### src/rtl/booth_divider.sv
// booth_divider
//   Sequential signed restoring divider sharing the start/done handshake of
//   the sequential Booth multiplier. Each restoring step takes two clocks:
//   a shift/subtract cycle (SHIFT_SUB) and a test/set cycle (TEST_SET).
//   Results are truncated toward zero.
//
//   Ports
//     clock          rising-edge clock
//     reset          asynchronous reset, active low
//     start          request, sampled only in IDLE
//     dividend       signed dividend, sampled in INITIALIZE
//     divisor        signed divisor, sampled in INITIALIZE
//     quotient       signed quotient, nonzero only while done = 1
//     remainder      signed remainder, nonzero only while done = 1
//     done           one-cycle completion strobe
//     divide_by_zero high with done when the divisor was zero
//
//   state      | meaning
//   IDLE       | waiting for start
//   INITIALIZE | latch signs and magnitudes, clear A/count
//   SHIFT_SUB  | shift {A,Q} left, T <= A_shifted - M
//   TEST_SET   | restore or accept T, set quotient bit
//   SIGN_FIX   | apply signs to quotient and remainder
//   DONE       | present results for one cycle

module carry_lookahead_adder #(
    parameter int W = 5
) (
    input  logic [W-1:0] a,
    input  logic [W-1:0] b,
    input  logic         cin,
    output logic [W-1:0] sum,
    output logic         cout
);
    logic [W-1:0] g;
    logic [W-1:0] p;
    logic         cy;

    assign g = a & b;
    assign p = a ^ b;

    always_comb begin
        sum = '0;
        cy  = cin;
        for (int i = 0; i < W; i++) begin
            sum[i] = p[i] ^ cy;
            cy     = g[i] | (p[i] & cy);
        end
        cout = cy;
    end
endmodule

module booth_divider #(
    parameter int N = 4
) (
    input  logic         clock,
    input  logic         reset,
    input  logic         start,
    input  logic [N-1:0] dividend,
    input  logic [N-1:0] divisor,
    output logic [N-1:0] quotient,
    output logic [N-1:0] remainder,
    output logic         done,
    output logic         divide_by_zero
);
    localparam int CW = (N > 2) ? $clog2(N) : 1;
    localparam logic [CW-1:0] COUNT_LAST = CW'(N - 1);

    typedef enum logic [2:0] {
        IDLE,
        INITIALIZE,
        SHIFT_SUB,
        TEST_SET,
        SIGN_FIX,
        DONE
    } state_t;

    state_t        state;
    logic [N:0]    acc;
    logic [N-1:0]  q_reg;
    logic [N:0]    m_reg;
    logic [N:0]    t_reg;
    logic [CW-1:0] count;
    logic          q_sign;
    logic          r_sign;
    logic          dz_flag;
    logic [N-1:0]  q_res;
    logic [N-1:0]  r_res;

    logic [N:0]    a_shifted;
    logic [N:0]    neg_m;
    logic [N:0]    diff;
    logic          unused_cout;
    logic          unused_acc_msb;

    // acc[N] is always 0 after a test step (A < M <= 2^(N-1)); the shift drops it.
    assign a_shifted      = {acc[N-1:0], q_reg[N-1]};
    assign neg_m          = ~m_reg + {{N{1'b0}}, 1'b1};
    assign unused_acc_msb = acc[N];

    carry_lookahead_adder #(.W(N + 1)) u_adder (
        .a   (a_shifted),
        .b   (neg_m),
        .cin (1'b0),
        .sum (diff),
        .cout(unused_cout)
    );

    always_ff @(posedge clock or negedge reset) begin
        if (!reset) begin
            state   <= IDLE;
            acc     <= '0;
            q_reg   <= '0;
            m_reg   <= '0;
            t_reg   <= '0;
            count   <= '0;
            q_sign  <= 1'b0;
            r_sign  <= 1'b0;
            dz_flag <= 1'b0;
            q_res   <= '0;
            r_res   <= '0;
        end else begin
            case (state)
                IDLE: begin
                    if (start) state <= INITIALIZE;
                end
                INITIALIZE: begin
                    q_sign <= dividend[N-1] ^ divisor[N-1];
                    r_sign <= dividend[N-1];
                    // -(-2^(N-1)) wraps to 2^(N-1), which is the correct unsigned magnitude.
                    q_reg  <= dividend[N-1] ? -dividend : dividend;
                    m_reg  <= {1'b0, (divisor[N-1] ? -divisor : divisor)};
                    acc    <= '0;
                    t_reg  <= '0;
                    count  <= '0;
                    if (divisor == '0) begin
                        dz_flag <= 1'b1;
                        q_res   <= '1;
                        r_res   <= dividend;
                        state   <= DONE;
                    end else begin
                        dz_flag <= 1'b0;
                        state   <= SHIFT_SUB;
                    end
                end
                SHIFT_SUB: begin
                    acc   <= a_shifted;
                    q_reg <= {q_reg[N-2:0], 1'b0};
                    t_reg <= diff;
                    state <= TEST_SET;
                end
                TEST_SET: begin
                    if (t_reg[N]) begin
                        q_reg[0] <= 1'b0;
                    end else begin
                        acc      <= t_reg;
                        q_reg[0] <= 1'b1;
                    end
                    if (count == COUNT_LAST) begin
                        state <= SIGN_FIX;
                    end else begin
                        count <= count + 1'b1;
                        state <= SHIFT_SUB;
                    end
                end
                SIGN_FIX: begin
                    q_res <= q_sign ? -q_reg : q_reg;
                    r_res <= r_sign ? -acc[N-1:0] : acc[N-1:0];
                    state <= DONE;
                end
                DONE: begin
                    state <= IDLE;
                end
                default: state <= IDLE;
            endcase
        end
    end

    assign done           = (state == DONE);
    assign quotient       = done ? q_res : '0;
    assign remainder      = done ? r_res : '0;
    assign divide_by_zero = done & dz_flag;
endmodule

### config.mk
export PLATFORM = sky130hd
export DESIGN_NAME = booth_divider
export DESIGN_NICKNAME = d
export VERILOG_FILES = /design/src/rtl/booth_divider.sv
export SDC_FILE = /design/constraint.sdc
export NUM_CORES = 1
export LEC_CHECK = 0
export BUFFER_PORTS_ARGS = -buffer_cell sky130_fd_sc_hd__buf_2
export CORE_MARGIN = 2
export CORE_UTILIZATION = 45
export CTS_CLUSTER_DIAMETER = 50
export DETAILED_ROUTE_END_ITERATION = 6
export GPL_TIMING_DRIVEN = 0
export PLACE_DENSITY = 0.7
export SLEW_MARGIN = 40
export SYNTH_ARGS = -nofsm -noshare
export SYNTH_HDL_FRONTEND = slang
export SYNTH_SLANG_ARGS = --single-unit
### constraint.sdc
create_clock -name clock -period 2.6 [get_ports clock]
set_input_delay 0.52 -clock clock [delete_from_list [all_inputs] [get_ports clock]]
set_output_delay 0.52 -clock clock [all_outputs]
set_load 0.01 [all_outputs]
==> impl_metrics.csv <==
group,metric,value,unit
sta,rsz0062_at_grt,"false",
setup_path,path_max_fanout,3,
sta,timing.fmax,404,MHz
setup_path,cp-start-kind,"flip-flop",
global_routing,antenna_found_initial,0,
global_routing,grt_pass1_vias,1300,
setup_path,critPathRequiredTime,2770,ps
layout,drive_above_1_share,0.200,
logic_synthesis,synthAdderAreaFrac,0.0787,
logic_synthesis,synth-xor-area-share,0.0514,
logic_synthesis,syn-cell-area,1880,um2
setup_path,path_buf_inv,1,
layout,most-common-layout-cells,"33 x dfrtp_1, 22 x buf_2, 17 x nand2_1, 13 x nor2_1",
layout,finish.utilization,0.535,
pwr,power_density,1210,nW/um2
layout,fillerInstances,386,
global_routing,grt.total_usage,0.188,
drt,via_per_inst,5.31,
cts,cts_tree,"built",
sta,slew_viol_final,0,
logic_synthesis,synth_warnings,0,
pwr,power,2.59,mW
sta,worst_pin_slew,565,ps
layout,nNetsFinal,236,
setup_path,timing.rr.start,"m_reg[0]$_DFFE_PN0P_",
layout,synthToLayoutAreaGrowth,14.1,%
drt,drc,0,
logic_synthesis,yosysSeqAreaShare,0.440,
drt,drt-total-wl,3720,um
logic_synthesis,synthMuxAreaShare,0.0387,
drt,antenna_left,0,
cts,clock-sinks,33,
setup_path,cpMostUsedCell,"fa_2",
sta,period_needed,2470,ps
cts,htree_levels,2,
setup_path,critical-path-max-stage-delay,390,ps
outcome,status,"finished, final reports clean",
placed_design,io_buffers,20,
pwr,vdd.ir_drop.worst,466,uV
logic_synthesis,synth_ff_type,"dfrtp_1",
sta,layout_setup_ws,127,ps
floorplanning,die_area,4700,um2
logic_synthesis,yosys.area_share.simple,0.189,
global_routing,grt_max_degree,34,
logic_synthesis,synth_top_family_by_area,"simple AND/OR/NAND/NOR gates",
layout,largest_reg_flops,5,
setup_path,path_cells,"inv_1, ha_1, fa_2, fa_1, fa_2, xor2_1, xnor2_1, a22o_1",
logic_synthesis,async_flop_share,1.00,
floorplanning,die_y,68.6,um
floorplanning,start_util,0.469,
sta,fin_tns_setup,0,ps
logic_synthesis,syn_nets,208,
setup_path,critPathCaptureType,"flip-flop",
floorplanning,die_w,68.6,um
logic_synthesis,synth-edff-count,0,
sta,fin_crit_sh,0.951,
global_routing,overflow,0,
cts,cts_root_buf,"clkbuf_8",
drt,dr.first_iter.drc_count,58,
placed_design,dp_slack,15.0,ps
cts,clk_latency,280,ps
setup_path,path_delay_family,"adder cells",
placed_design,dp_hpwl,2790,um
cts,clk_pin_slew_worst_paths,60,ps
floorplanning,core.rowCount,23,
cts,cts_made_buffers,5,
layout,antenna_cells,0,
layout,fin_area,2140,um2
run,drv_cap,0,
sta,hold_violations,0,
global_routing,grt_pass1_wl,6330,um
sta,finClkSkew,3.33,ps
logic_synthesis,ys_ff_latch,33,
sta,slew_headroom,0.622,
setup_path,worstSetupPathType,"flip-flop to flip-flop",
logic_synthesis,syn_inst,187,
drt,drtPass1Iterations,4,
sta,setup_violations,0,
logic_synthesis,synth_compound_area_frac,0.147,
setup_path,slowest_stage,"fa_1",
floorplanning,core_area,4000,um2
worst_hold_path,hold_path.class,"primary input to async pin",
setup_path,crit_cells,8,
pwr,p_leak,1.05,nW
placed_design,place_area,2040,um2
logic_synthesis,synth_cell_types,37,
placed_design,place.gp.congestion,0.755,
layout,final_common_cell,"dfrtp_1",
drt,routedWlPerCell,14.0,um
cts,ctsLongestPathBuffers,2,
setup_path,reg2reg_depth,8,
setup_path,cp.arrival,2650,ps
drt,vias,1406,
floorplanning,io_pins,21,
setup_path,crit_path_start,"m_reg[0]$_DFFE_PN0P_",
logic_synthesis,avgSynthCellArea,10.0,um2
## final timing paths
kind,end,slack (ps)
setup / recovery,t_reg[4]$_DFFE_PN0P_,130
hold / removal,dz_flag$_DFFE_PN0P_,170
setup reg to reg,t_reg[4]$_DFFE_PN0P_,130
hold reg to reg,dz_flag$_DFFE_PN0P_,480
max in group asynchronous,acc[3]$_DFFE_PN0P_,2130
min in group clock,state[0]$_DFFE_PN0P_,460
## stage by stage
step                      hold slack, ps  instances
final                                169        265
after global routing                 193        265
after CTS                            313        264
after detailed placement             460        257
after global placement               461        257
after floorplan                      224        187
## layer usage
| metal | GRT usage | routed length [um] | vias to the layer above |
|---|---|---|---|
| li1 | - | - | 700 |
| met1 | 0.246 | 1750 | 669 |
| met2 | 0.298 | 1720 | 32 |
| met3 | 0.0584 | 196 | 5 |
| met4 | 0.0600 | 53 | 0 |
| met5 | 0 | 0 | - |
## cell usage after synthesis (2+ instances only)
cell / instances / share of area
clkbuf_1: 4 / 0.0080
a21oi_1: 10 / 0.027
o22a_1: 4 / 0.019
o31ai_1: 2 / 0.0080
nand2b_1: 5 / 0.017
inv_1: 10 / 0.020
nand2_1: 17 / 0.034
a22oi_1: 5 / 0.020
nand3_1: 3 / 0.0080
nor3b_2: 3 / 0.020
dfrtp_1: 33 / 0.44
nor2_1: 13 / 0.026
xor2_1: 2 / 0.0093
o21ai_1: 2 / 0.0053
buf_6: 3 / 0.018
xnor2_1: 9 / 0.042
buf_2: 3 / 0.0080
mux2_2: 2 / 0.012
ha_1: 7 / 0.047
o21ai_0: 10 / 0.027
and3_1: 10 / 0.033
fa_1: 3 / 0.032
mux2i_1: 5 / 0.027
a221o_1: 2 / 0.011
a22o_1: 5 / 0.023
nor2b_1: 4 / 0.013
## layout make-up
class | instances | area (um2) | area share
Tap cell | 50 | 62.6 | 0.0292
Buffer | 10 | 63.8 | 0.0298
Multi-Input combinational cell | 134 | 953 | 0.446
Clock buffer | 7 | 86.3 | 0.0404
Sequential cell | 33 | 826 | 0.386
Timing Repair Buffer | 21 | 110 | 0.0515
Inverter | 10 | 37.5 | 0.0175
## cells by family (layout without fill, tap and decap cells)
family	after synthesis	after routing
AO/OA/AOI/OAI	42	42
AND/OR/NAND/NOR	64	64
flip-flops	33	33
buffers and inverters	20	48
XOR/XNOR	11	11
adder cells (fa/ha/maj)	10	10
multiplexers	7	7
## power by group
group / internal (mW) / switching [mW] / leakage [nW]
Sequential: 0.769 / 0.212 / 0.397
Clock: 0.210 / 0.175 / 0.0443
Combinational: 0.600 / 0.623 / 0.610
Total: 1.58 / 1.01 / 1.05
## timing repair
action | 4_1_cts | 5_1_grt
buffers inserted | 0 | 1
gates resized for setup | 0 | 2
setup endpoints to repair | 0 | 1
hold buffers | 0 | 0
Power figures use the tool's default switching activity.
